File: config.mk
export PLATFORM = sky130hd
export DESIGN_NAME = seg_scan_mux
export DESIGN_NICKNAME = d
export VERILOG_FILES = /design/src/rtl/seg_scan_mux.sv
export SDC_FILE = /design/constraint.sdc
export NUM_CORES = 1
export LEC_CHECK = 0
export BUFFER_PORTS_ARGS = -buffer_cell sky130_fd_sc_hd__buf_2
export CORE_MARGIN = 1
export CORE_UTILIZATION = 45
export CTS_BUF_LIST = sky130_fd_sc_hd__clkbuf_8
export CTS_CLUSTER_DIAMETER = 30
export DETAILED_ROUTE_END_ITERATION = 8
export GPL_ROUTABILITY_DRIVEN = 0
export GPL_TIMING_DRIVEN = 0
export PLACE_DENSITY_LB_ADDON = 0.1
export SKIP_CTS_REPAIR_TIMING = 1
export SYNTH_ARGS = -nofsm -noshare
export SYNTH_HDL_FRONTEND = slang
export SYNTH_SLANG_ARGS = --single-unit
File: constraint.sdc
create_clock -name clk -period 2.55 [get_ports clk]
set_input_delay 0.1275 -clock clk [delete_from_list [all_inputs] [get_ports clk]]
set_output_delay 0.1275 -clock clk [all_outputs]
set_load 0.03 [all_outputs]
File: src/rtl/seg_scan_mux.sv
// seg_scan_mux -- time-multiplexed driver for a common-anode 7-segment
// display with decimal points, per-digit blanking and blinking, and a
// 16-step brightness (PWM) control.
//
// Timing hierarchy:
//   subCnt : 0..SUB_DIV-1       (one sixteenth of a digit slot)
//   phase  : 0..15              (position inside the slot, drives PWM)
//   idx    : 0..NUM_DIGITS-1    (digit being scanned)
//   blink  : 0..BLINK_FRAMES-1  frames per blink half-period
//
// Ports:
//   clk, rst           single clock, synchronous active-high reset
//   en                 scan enable; counters hold and display is dark while low
//   seg_in             active-low patterns, digit i in [8i+7:8i], bit 7 unused
//   dp_mask            1 lights the decimal point of digit i
//   blank_mask         1 forces digit i dark
//   blink_mask         1 makes digit i blink
//   brightness         on-time in sixteenths of a slot (0 = dark, 15 = 15/16)
//   seg                active-low segments, bit 7 is the decimal point
//   an                 active-low anodes
//   digit_idx          digit currently being scanned
//   frame_tick         one-cycle pulse in the cycle idx wraps to 0

module seg_scan_mux #(
  parameter int NUM_DIGITS   = 4,
  parameter int SUB_DIV      = 6250,
  parameter int BLINK_FRAMES = 64
) (
  input  logic                          clk,
  input  logic                          rst,
  input  logic                          en,
  input  logic [8*NUM_DIGITS-1:0]       seg_in,
  input  logic [NUM_DIGITS-1:0]         dp_mask,
  input  logic [NUM_DIGITS-1:0]         blank_mask,
  input  logic [NUM_DIGITS-1:0]         blink_mask,
  input  logic [3:0]                    brightness,
  output logic [7:0]                    seg,
  output logic [NUM_DIGITS-1:0]         an,
  output logic [$clog2(NUM_DIGITS)-1:0] digit_idx,
  output logic                          frame_tick
);

  localparam int IDX_W   = $clog2(NUM_DIGITS);
  localparam int SUB_W   = (SUB_DIV > 1) ? $clog2(SUB_DIV) : 1;
  localparam int BLINK_W = (BLINK_FRAMES > 1) ? $clog2(BLINK_FRAMES) : 1;

  localparam logic [SUB_W-1:0]   SUB_LAST   = SUB_W'(SUB_DIV - 1);
  localparam logic [IDX_W-1:0]   IDX_LAST   = IDX_W'(NUM_DIGITS - 1);
  localparam logic [BLINK_W-1:0] BLINK_LAST = BLINK_W'(BLINK_FRAMES - 1);

  logic [SUB_W-1:0]      subCnt;
  logic [3:0]            phase;
  logic [IDX_W-1:0]      idx;
  logic [BLINK_W-1:0]    blinkCnt;
  logic                  blinkPhase;
  logic [3:0]            brightQ;

  logic                  lastSub;
  logic                  slotEnd;
  logic                  frameEnd;
  logic                  lit;
  logic [NUM_DIGITS-1:0] anNext;
  logic [7:0]            segNext;

  assign lastSub  = (subCnt == SUB_LAST);
  assign slotEnd  = lastSub && (phase == 4'hF);
  assign frameEnd = slotEnd && (idx == IDX_LAST);

  // The pulse marks the cycle whose clock edge wraps idx back to 0; it can
  // only occur while scanning, and is suppressed during reset.
  assign frame_tick = !rst && en && frameEnd;
  assign digit_idx  = idx;

  // Phase 15 never satisfies phase < brightQ, so every slot ends with at
  // least one dark cycle and adjacent anodes never overlap.
  always_comb begin
    // NOTE: every always_comb output gets a default first so no path leaves
    // it unassigned, which would infer a latch.
    anNext  = '1;
    segNext = 8'hFF;
    lit     = en && (phase < brightQ) && !blank_mask[idx]
              && !(blinkPhase && blink_mask[idx]);
    if (lit) begin
      anNext[idx] = 1'b0;
      segNext     = {~dp_mask[idx], seg_in[8*idx +: 7]};
    end
  end

  always_ff @(posedge clk) begin
    // NOTE: sequential state uses non-blocking assignments so every register
    // samples pre-edge values regardless of statement order.
    if (rst) begin
      subCnt     <= '0;
      phase      <= '0;
      idx        <= '0;
      blinkCnt   <= '0;
      blinkPhase <= 1'b0;
      brightQ    <= '0;
      an         <= '1;
      seg        <= 8'hFF;
    end else begin
      // Outputs are registered from the current counter state and live inputs;
      // anNext/segNext are already dark while en is low.
      an  <= anNext;
      seg <= segNext;

      if (en) begin
        subCnt <= lastSub ? '0 : subCnt + 1'b1;

        if (lastSub) begin
          phase <= phase + 1'b1;  // 4-bit counter wraps 15 -> 0 naturally
        end

        if (slotEnd) begin
          idx     <= (idx == IDX_LAST) ? '0 : idx + 1'b1;
          // Latched only at the slot boundary so a change never cuts a slot.
          brightQ <= brightness;
        end

        if (frameEnd) begin
          if (blinkCnt == BLINK_LAST) begin
            blinkCnt   <= '0;
            blinkPhase <= ~blinkPhase;
          end else begin
            blinkCnt <= blinkCnt + 1'b1;
          end
        end
      end
    end
  end

endmodule

==> results of run 1 <==
worst max-delay path: cells and delay by family (launching register included):
kind,cells,cell delay (ps)
and+or+nand+nor,4,810
buffers and inverters,2,430
DFF,1,400
cells by family after synthesis:
family	Yosys count	share of synthesized area
xor+xnor	13	0.05430
mux	11	0.1122
simple gates	90	0.2464
compound gates	29	0.08353
flops	42	0.4010
buf+inv	19	0.03699
fa+ha+maj	11	0.06563
state kept, by name, summed over array words and instances (netlist names):
| signal | cells |
|---|---|
| subCnt | 13 |
| blinkPhase | 1 |
| brightQ | 4 |
| digit_idx | 2 |
| seg | 8 |
| phase | 4 |
| an | 4 |
| blinkCnt | 6 |
worst max path at each step:
stage | startpoint | endpoint | slack [ps] | cells after the start
floorplan | digit_idx[0]$_SDFFE_PP0P_ | seg[7]$_SDFF_PP1_ | 590 | 5
global placement | digit_idx[0]$_SDFFE_PP0P_ | an[0]$_SDFF_PP1_ | 550 | 5
detailed placement | digit_idx[0]$_SDFFE_PP0P_ | an[0]$_SDFF_PP1_ | 590 | 5
CTS | subCnt[0]$_SDFFE_PP0P_ | frame_tick | 460 | 7
global route | subCnt[2]$_SDFFE_PP0P_ | frame_tick | 350 | 6
finish | subCnt[2]$_SDFFE_PP0P_ | frame_tick | 470 | 6
placed cells by master, fill, tap and decap left out, types with 2 or more instances in the layout:
| cell type | instances |
|---|---|
| sky130_fd_sc_hd__nor2_1 | 20 |
| sky130_fd_sc_hd__a211oi_1 | 2 |
| sky130_fd_sc_hd__nand3_1 | 13 |
| sky130_fd_sc_hd__and4_1 | 3 |
| sky130_fd_sc_hd__clkbuf_8 | 6 |
| sky130_fd_sc_hd__or4_1 | 3 |
| sky130_fd_sc_hd__o21ai_0 | 5 |
| sky130_fd_sc_hd__nor3b_1 | 2 |
| sky130_fd_sc_hd__a21oi_1 | 14 |
| sky130_fd_sc_hd__xor2_1 | 5 |
| sky130_fd_sc_hd__or3_1 | 3 |
| sky130_fd_sc_hd__nand2_1 | 17 |
| sky130_fd_sc_hd__nand4_1 | 9 |
| sky130_fd_sc_hd__nor3_1 | 3 |
| sky130_fd_sc_hd__and3_1 | 2 |
| sky130_fd_sc_hd__ha_1 | 11 |
| sky130_fd_sc_hd__clkbuf_1 | 4 |
| sky130_fd_sc_hd__nand2b_1 | 3 |
| sky130_fd_sc_hd__buf_2 | 66 |
| sky130_fd_sc_hd__mux4_2 | 10 |
| sky130_fd_sc_hd__o31ai_1 | 3 |
| sky130_fd_sc_hd__nand3b_1 | 7 |
| sky130_fd_sc_hd__inv_1 | 9 |
| sky130_fd_sc_hd__nor4b_4 | 2 |
| sky130_fd_sc_hd__xnor2_1 | 8 |
| sky130_fd_sc_hd__dfxtp_1 | 42 |
routing by layer:
metal | vias up | global-route usage | wire, um
met5 | - | 0 | 0
met4 | 0 | 0.07556 | 82
met3 | 9 | 0.05628 | 237
met2 | 59 | 0.3312 | 2099
met1 | 824 | 0.2489 | 2115
li1 | 906 | - | -
power by group through the flow:
| stage | Sequential (mW) | Clock [mW] | Combinational [mW] |
|---|---|---|---|
| 2_1_floorplan | 0.679 | 0 | 0.0332 |
| 3_3_place_gp | 0.680 | 0 | 0.0749 |
| 3_5_place_dp | 0.680 | 0 | 0.0761 |
| 4_1_cts | 0.664 | 0.454 | 0.0765 |
| 5_1_grt | 0.665 | 0.489 | 0.0828 |
| 6_report | 0.664 | 0.442 | 0.0749 |
area by class of cell:
cell class	instances	area [um^2]
flip-flops and latches	42	840.8
fillers	392	1856
repair buffers	61	305.3
multi-input cells	154	1179
well taps	52	65.06
clock inverters	2	8.758
clock buffers	6	82.58
plain buffers	10	43.79
inverters	9	33.78
through the flow:
step,cell area [um^2],setup slack [ps]
floorplan,2097,592.6
global placement,2467,553.2
detailed placement,2467,592.3
CTS,2559,459.5
global route,2559,347.4
finish,2559,472.2
==> impl_metrics.csv, run 1 <==
group,metric,value,unit
job,cap_violations,0,
power_and_ir_drop,power_frac_clock,0.374,
power_and_ir_drop,finalPower,1.181,mW
critical_path,r2r_end,"an[0]$_SDFF_PP1_",
power_and_ir_drop,power.density_cell_area,461.6,nW/um^2
power_and_ir_drop,leakagePower,0.9706,nW
global_route,groute.usage.overall,0.2012,
timing,post_route_hold_slack,65.54,ps
final_layout,finalNonFillerCells,336,
critical_path,arrival,1950,ps
timing,max_freq,0.4813,GHz
global_route,initial_antenna_violation_count,0,
floorplanning,floorplan.io_pins,66,
yosys,synthCells,215,
critical_path,critPathMaxStageDelay,400,ps
timing,clock_skew,5.833,ps
critical_path,timing.critical_path.cells,"nor4b_4 -> and4_1 -> buf_2 -> nand2_1 -> nor2_1 -> buf_2",
power_and_ir_drop,register_share_of_total_power,0.563,
yosys,synth_commonest_cells,"sky130_fd_sc_hd__dfxtp_1 (42), sky130_fd_sc_hd__nor2_1 (20), sky130_fd_sc_hd__nand2_1 (17)",
place,place_hpwl,3474,um
yosys,synth_area_leaders,"sky130_fd_sc_hd__dfxtp_1 (40%), sky130_fd_sc_hd__mux4_2 (11%), sky130_fd_sc_hd__ha_1 (6.6%), sky130_fd_sc_hd__nor2_1 (3.6%), sky130_fd_sc_hd__a21oi_1 (3.3%)",
route,via_count,1798,
power_and_ir_drop,switching_power,0.2630,mW
global_route,first_pass_grt_wire_length,7797,um
yosys,synth_flop_cell,"sky130_fd_sc_hd__dfxtp_1",
yosys,synthArstFlopShare,0,
final_layout,utilization,0.5796,
cts,clk_path_buf_depth,2,
status,outcome,"finished clean",
yosys,most_numerous_cell_in_the_yosys_netlist,"sky130_fd_sc_hd__dfxtp_1",
route,avgViaCountPerCell,5.351,
timing,max-slew-margin-rel,0.6664,
yosys,post_synth_num_cell_types,36,
critical_path,worst_ep_required_time,2420,ps
cts,worst_skew_pair.late_latency,300,ps
final_layout,area_growth,22.02,%
floorplanning,floorplan.initialDensity,0.4751,
final_layout,num-nets-final,345,
yosys,synth-edff-count,0,
yosys,synth_top_area_share,0.4010,
yosys,number_of_warnings_issued_by_yosys,0,
cts,htree_num_levels,2,
route,drt-wirelength-per-cell,13.49,um
floorplanning,fp.coreArea,4414,um^2
critical_path,criticalPathCategory,"reg2out",
floorplanning,die-area,4937,um^2
timing,grt_setup_unrepaired,"no",
timing,min_period_over_period,0.8148,
yosys,syn_area_per_cell,9.754,um^2
final_layout,diodes,0,
critical_path,worst_setup_end_kind,"primary output",
critical_path,crit_path_max_fanout,10,
timing,final-setup-viol-count,0,
floorplanning,die-width,70.27,um
critical_path,rrSetupSlack,560,ps
place,placement.io_buffers,61,
final_layout,drive_above_1_share,0.3063,
route,drc,0,
global_route,grt_max_degree,13,
timing,timing.final.max_slew_violations,0,
power_and_ir_drop,swShare,0.2227,
floorplanning,placementRows,24,
yosys,sequential_fraction_of_the_synthesis_area,0.4010,
critical_path,crit-reg2reg-launch,"digit_idx[0]$_SDFFE_PP0P_",
hold_path,hold_path_class,"in2reg",
timing,fin_setup_tns,0,ps
route,finalWirelength,4534,um
cts,path_clk_slew,80,ps
route,drt_iter0_markers,59,
cts,clock_sink_count,42,
global_route,grt_remaining_overflow,0,
timing,timing.final.hold_violations,0,
yosys,synthesis.area,2097,um^2
global_route,vias_in_the_first_global_route,1729,
timing,finalCriticalPeriod,2078,ps
power_and_ir_drop,max-vdd-ir-drop,0.0002041,V
critical_path,timing.critical_path.from_type,"register",
hold_path,timing.hold.worst_endpoint,"brightQ[1]$_SDFFE_PP0P_",
hold_path,hold_path_depth,3,
route,drt_pass1_iterations,4,
place,placed_cells_incl_taps,328,
route,antenna_violating_nets_post_route,0,
power_and_ir_drop,share_comb_of_total_power,0.063,
power_and_ir_drop,int_pwr,0.9180,mW
cts,clock_tree_from_tritoncts,"done",
cts,tritoncts.num_buffers,5,
critical_path,worst_r2r_path_depth,5,
critical_path,timing.critical_path.slowest_stage_cell,"sky130_fd_sc_hd__dfxtp_1",
hold_path,critical_hold_path_startpoint,"brightness[1]",
timing,tightest_slew,500.3,ps
floorplanning,die_y_extent,70.27,um
critical_path,crit_path_frequent_cell,"sky130_fd_sc_hd__buf_2",
yosys,synth_fp_nets,277,
yosys,synth_area_leader_cell,"sky130_fd_sc_hd__dfxtp_1",
cts,clock_tree.root_cell,"sky130_fd_sc_hd__clkbuf_8",
yosys,synth.ff_latch_count,42,
No activity file was read; power rests on OpenSTA's default activity.
==> inputs of run 2 (changes only) <==
- clock period: 2.55 -> 1.79 ns (I/O delays scaled with it)
==> run 2 against run 1 <==
Effect of this change:
- the run now ends with negative setup slack left
- utilization is 5.0 points higher
- combinational power grew 63%
- critical path depth increased by 2
- clock skew fell by 1.3 ps
- die area stayed put
- highest routed layer unchanged
- clock-buffer cell count is 1 lower
==> impl_metrics.csv, run 2 (synthesized netlist as in run 1, its figures left out) <==
group,metric,value,unit
hold_path,hold_path_class,"in2reg",
power_and_ir_drop,share_comb_of_total_power,0.067,
timing,timing.final.max_slew_violations,0,
timing,tightest_slew,497.3,ps
critical_path,worst_setup_end_kind,"primary output",
route,drt_pass1_iterations,6,
timing,finalCriticalPeriod,1839,ps
critical_path,timing.critical_path.cells,"inv_2 -> ha_2 -> and4_4 -> and4_1 -> buf_6 -> nand2_2 -> nor2_1 -> buf_4",
final_layout,finalNonFillerCells,351,
power_and_ir_drop,leakagePower,1.063,nW
floorplanning,placementRows,24,
critical_path,arrival,1750,ps
final_layout,regMostFlops,"subCnt",
route,finalWirelength,4661,um
critical_path,cpLargestDelayFamily,"simple AND/OR/NAND/NOR gates",
power_and_ir_drop,switching_power,0.4020,mW
timing,setup_slack,-49.05,ps
cts,htree_num_levels,2,
cts,clock_sink_count,42,
global_route,first_pass_grt_wire_length,7355,um
route,drt-wirelength-per-cell,13.28,um
critical_path,criticalPathCategory,"reg2out",
global_route,initial_antenna_violation_count,0,
critical_path,worst_ep_required_time,1700,ps
route,antenna_violating_nets_post_route,0,
power_and_ir_drop,int_pwr,1.422,mW
timing,post_route_hold_slack,23.83,ps
cts,worst_skew_pair.late_latency,300,ps
power_and_ir_drop,register_share_of_total_power,0.515,
cts,clock_tree.root_cell,"sky130_fd_sc_hd__clkbuf_8",
cts,tritoncts.num_buffers,5,
global_route,grt_max_degree,15,
global_route,globalRouteMet1Util,0.2436,
route,drc,0,
place,placement.io_buffers,61,
final_layout,most_common_cell_after_layout_fill_and_taps_aside,"sky130_fd_sc_hd__buf_2",
route,avgViaCountPerCell,5.376,
floorplanning,fp.coreArea,4414,um^2
final_layout,num-nets-final,360,
hold_path,hold_path_depth,3,
floorplanning,die_y_extent,70.27,um
timing,timing.final.hold_violations,0,
cts,clock_tree_from_tritoncts,"done",
final_layout,area_growth,32.46,%
power_and_ir_drop,max-vdd-ir-drop,0.0003319,V
floorplanning,die-area,4937,um^2
status,outcome,"finished, violations left",
critical_path,timing.critical_path.slowest_stage_cell,"sky130_fd_sc_hd__dfxtp_4",
final_layout,top_regs,"subCnt (13), seg (8), blinkCnt (6)",
final_layout,largest_reg_flops,13,
final_layout,diodes,0,
critical_path,cp_num_buf_inv,3,
global_route,vias_in_the_first_global_route,1612,
power_and_ir_drop,power.density_cell_area,656.8,nW/um^2
place,place_hpwl,3366,um
floorplanning,die-width,70.27,um
global_route,grt_remaining_overflow,0,
global_route,global_route.peak_usage_layer,"met2",
floorplanning,floorplan.io_pins,66,
place,placed_cells_incl_taps,328,
timing,max-slew-margin-rel,0.6685,
power_and_ir_drop,finalPower,1.824,mW
final_layout,fill_cells,363,
timing,grt_setup_unrepaired,"yes",
route,drt_iter0_markers,73,
global_route,groute.usage.overall,0.1936,
power_and_ir_drop,swShare,0.2204,
power_and_ir_drop,power_frac_clock,0.419,
cts,clk_path_buf_depth,2,
global_route,groute.layer.met3.usage,0.04040,
critical_path,crit_path_max_fanout,5,
final_layout,utilization,0.6293,
final_layout,most-common-layout-cells,"sky130_fd_sc_hd__buf_2 (64), sky130_fd_sc_hd__dfxtp_1 (30), sky130_fd_sc_hd__nor2_1 (20)",
critical_path,worst_r2r_path_depth,7,
critical_path,critPathMaxStageDelay,350,ps
final_layout,drive_above_1_share,0.4214,
critical_path,cp_num_cells,8,
cts,path_clk_slew,80,ps
timing,final-setup-viol-count,1,
global_route,globalRouteMet2Util,0.3175,
timing,min_period_over_period,1.027,
job,cap_violations,0,
route,via_count,1887,
place,preCtsSetupSlack,-17.76,ps
status,failed_checks,"negative setup slack",
floorplanning,floorplan.initialDensity,0.4751,
critical_path,timing.critical_path.from_type,"register",
timing,max_freq,0.5438,GHz
timing,clock_skew,4.526,ps
==> run 2: path summary, 6_finish.rpt <==
path	startpoint	slack, ps	end
setup / recovery	subCnt[1]$_SDFFE_PP0P_	-50	frame_tick
hold reg to reg	brightQ[1]$_SDFFE_PP0P_	450	brightQ[1]$_SDFFE_PP0P_
setup reg to reg	phase[1]$_SDFFE_PP0P_	50	seg[0]$_SDFF_PP1_
hold / removal	brightness[1]	20	brightQ[1]$_SDFFE_PP0P_
==> run 2: stage by stage <==
stage / TNS, ps / area, um^2
6_report: -49.05 / 2778
5_1_grt: -156.8 / 2778
4_1_cts: -816.2 / 2585
3_5_place_dp: -167.7 / 2472
3_3_place_gp: -156.1 / 2472
2_1_floorplan: 0 / 2102
==> run 2: worst register-to-register path: stages (launching register included) <==
cell and delay (ps):
sky130_fd_sc_hd__dfxtp_2 330, sky130_fd_sc_hd__buf_6 120, sky130_fd_sc_hd__ha_4 200, sky130_fd_sc_hd__a211o_1 340
sky130_fd_sc_hd__a211oi_4 270, sky130_fd_sc_hd__buf_4 170, sky130_fd_sc_hd__buf_6 110, sky130_fd_sc_hd__nand3b_1 80
==> run 2: metal layers <==
metal | wire [um] | vias to the layer above
met3 | 195 | 7
met1 | 2089 | 879
met4 | 88 | 0
met2 | 2287 | 61
li1 | - | 940
met5 | 0 | -
==> run 2: layout make-up <==
| class | instances | area, um^2 | share of cell area |
|---|---|---|---|
| Clock buffer | 5 | 68.82 | 0.02477 |
| Clock inverter | 3 | 43.79 | 0.01577 |
| Inverter | 9 | 33.78 | 0.01216 |
| Multi-Input combinational cell | 154 | 1219 | 0.4387 |
| Tap cell | 52 | 65.06 | 0.02342 |
| Sequential cell | 42 | 868.3 | 0.3126 |
| Timing Repair Buffer | 76 | 421.7 | 0.1518 |
| Buffer | 10 | 57.56 | 0.02072 |
==> run 2: power by group through the flow <==
stage	clock (mW)	sequential, mW	combinational (mW)
2_1_floorplan	0	0.965	0.0473
3_3_place_gp	0	0.967	0.106
3_5_place_dp	0	0.967	0.108
4_1_cts	0.781	0.945	0.108
5_1_grt	0.818	0.940	0.134
6_report	0.764	0.939	0.122
==> inputs of run 3 (changes only) <==
- CORE_UTILIZATION: 45 -> 46
- CTS_BUF_LIST: sky130_fd_sc_hd__clkbuf_8 -> not set
==> run 3 against run 2 <==
Effect of this change:
- clock skew grew 3.3 ps
- sequential share of layout area up 1.1 points
- the run still ends with negative setup slack left
- first-iteration DRC count decreased by 12%
- die area fell by 2.1%
- clock power is 20% lower
- utilization down 1.3 points
- highest routed layer unchanged
- design area down 3.4%
- worst hold slack gained 11 ps
==> impl_metrics.csv, run 3 (synthesized netlist as in run 1, its figures left out) <==
group,metric,value,unit
critical_path,crit-reg2reg-launch,"digit_idx[0]$_SDFFE_PP0P_",
route,drt_pass1_iterations,4,
floorplanning,die-width,69.52,um
timing,tightest_slew,573.0,ps
timing,timing.final.hold_violations,0,
floorplanning,fp.coreArea,4354,um^2
cts,tritoncts.num_buffers,5,
critical_path,critPathLaunch,"subCnt[10]$_SDFFE_PP0P_",
final_layout,largest_reg_flops,13,
power_and_ir_drop,leakagePower,1.021,nW
cts,clock_tree.root_cell,"sky130_fd_sc_hd__clkbuf_8",
global_route,groute.layer.met3.usage,0.05087,
timing,post_route_hold_slack,34.99,ps
timing,max_freq,0.5491,GHz
timing,grt_setup_unrepaired,"yes",
cts,htree_num_levels,2,
global_route,globalRouteMet2Util,0.3387,
cts,worst_skew_pair.late_latency,290,ps
final_layout,area_growth,27.92,%
cts,clock_tree_from_tritoncts,"done",
timing,final-setup-viol-count,1,
global_route,initial_antenna_violation_count,0,
cts,path_clk_slew,80,ps
job,cap_violations,0,
global_route,grt_max_degree,13,
floorplanning,die-area,4833,um^2
floorplanning,floorplan.initialDensity,0.4816,
global_route,vias_in_the_first_global_route,1647,
timing,clock_skew,7.815,ps
final_layout,diodes,0,
critical_path,crit_path_max_fanout,7,
timing,max-slew-margin-rel,0.6180,
global_route,groute.usage.overall,0.1910,
final_layout,top_regs,"subCnt (13), seg (8), blinkCnt (6)",
floorplanning,die_y_extent,69.52,um
final_layout,finalInstanceArea,2683,um^2
floorplanning,floorplan.io_pins,66,
global_route,global_route.peak_usage_layer,"met2",
final_layout,most-common-layout-cells,"sky130_fd_sc_hd__buf_2 (63), sky130_fd_sc_hd__dfxtp_1 (29), sky130_fd_sc_hd__nor2_1 (19)",
global_route,first_pass_grt_wire_length,7431,um
final_layout,register_area,867.1,um^2
route,drt_iter0_markers,64,
final_layout,fill_cells,383,
route,drt-wirelength-per-cell,13.35,um
critical_path,worst_setup_end_kind,"primary output",
critical_path,arrival,1730,ps
global_route,grt_remaining_overflow,0,
route,drc,0,
power_and_ir_drop,power.density_cell_area,619.8,nW/um^2
final_layout,drive_above_1_share,0.3875,
route,via_count,1808,
critical_path,criticalPathCategory,"reg2out",
cts,clock_sink_count,42,
timing,min_period_over_period,1.017,
place,placed_cells_incl_taps,328,
timing,fin_setup_tns,-31.28,ps
place,placement.io_buffers,61,
final_layout,area_used_by_multi_input_combinational_logic,1209,um^2
place,postPlaceCellArea,2472,um^2
timing,finalCriticalPeriod,1821,ps
floorplanning,placementRows,24,
route,avgViaCountPerCell,5.302,
route,finalWirelength,4553,um
timing,timing.final.max_slew_violations,0,
status,failed_checks,"negative setup slack",
critical_path,timing.critical_path.from_type,"register",
hold_path,critical_hold_path_startpoint,"brightness[2]",
route,antenna_violating_nets_post_route,0,
power_and_ir_drop,max-vdd-ir-drop,0.0003289,V
final_layout,num-nets-final,351,
timing,setup_slack,-31.28,ps
status,outcome,"finished, violations left",
final_layout,regMostFlops,"subCnt",
final_layout,finalNonFillerCells,341,
cts,clk_path_buf_depth,2,
global_route,globalRouteMet1Util,0.2281,
final_layout,most_common_cell_after_layout_fill_and_taps_aside,"sky130_fd_sc_hd__buf_2",
place,place_hpwl,3327,um
critical_path,worst_ep_required_time,1700,ps
hold_path,hold_path_class,"in2reg",
critical_path,rrSetupSlack,70,ps
## run 3: changes by cell type in the layout (fill, tap and decap cells not counted), sizes merged
cell and delta:
buf -9, clkbuf +2, inv -2, bufinv -1
## run 3: critical path, cell delays in order, from the launching register on
cell	delay, ps
sky130_fd_sc_hd__dfxtp_4	360
sky130_fd_sc_hd__nor4b_4	370
sky130_fd_sc_hd__and4_1	260
sky130_fd_sc_hd__buf_6	140
sky130_fd_sc_hd__nand2_4	60
sky130_fd_sc_hd__nor2_4	110
sky130_fd_sc_hd__buf_6	140
## run 3: routing by layer
layer | share of wire | wire [um] | vias up
met1 | 0.43 | 1958 | 840
li1 | - | - | 917
met5 | 0 | 0 | -
met2 | 0.51 | 2309 | 46
met3 | 0.055 | 252 | 5
met4 | 0.0072 | 33 | 0
## run 3: path summary, 6_finish.rpt
kind | endpoint | cells past startpoint
min | brightQ[2]$_SDFFE_PP0P_ | 3
min reg2reg | brightQ[1]$_SDFFE_PP0P_ | 2
max | frame_tick | 6
max reg2reg | seg[6]$_SDFF_PP1_ | 5
## run 3: report_power, final
part / switching (mW) / internal, mW
registers: 0.00754 / 0.935
logic: 0.0434 / 0.0636
clock network: 0.307 / 0.306
## run 3: layout make-up
class                      instances  area share
sequential                        42      0.3232
clock buffer                       7     0.03218
tap                               52     0.02425
timing repair buffer              67      0.1343
multi-input combinational        154      0.4506
inverter                           9     0.01399
buffer                            10     0.02146
## run 3: stage by stage
stage,total power [mW],util,worst slack [ps]
4_1_cts,1.679,0.5876,-266.0
3_3_place_gp,1.071,0.5678,-26.90
3_5_place_dp,1.073,0.5678,-37.74
5_1_grt,1.733,0.6161,-107.0
6_report,1.663,0.6161,-31.28
2_1_floorplan,1.012,-,59.03
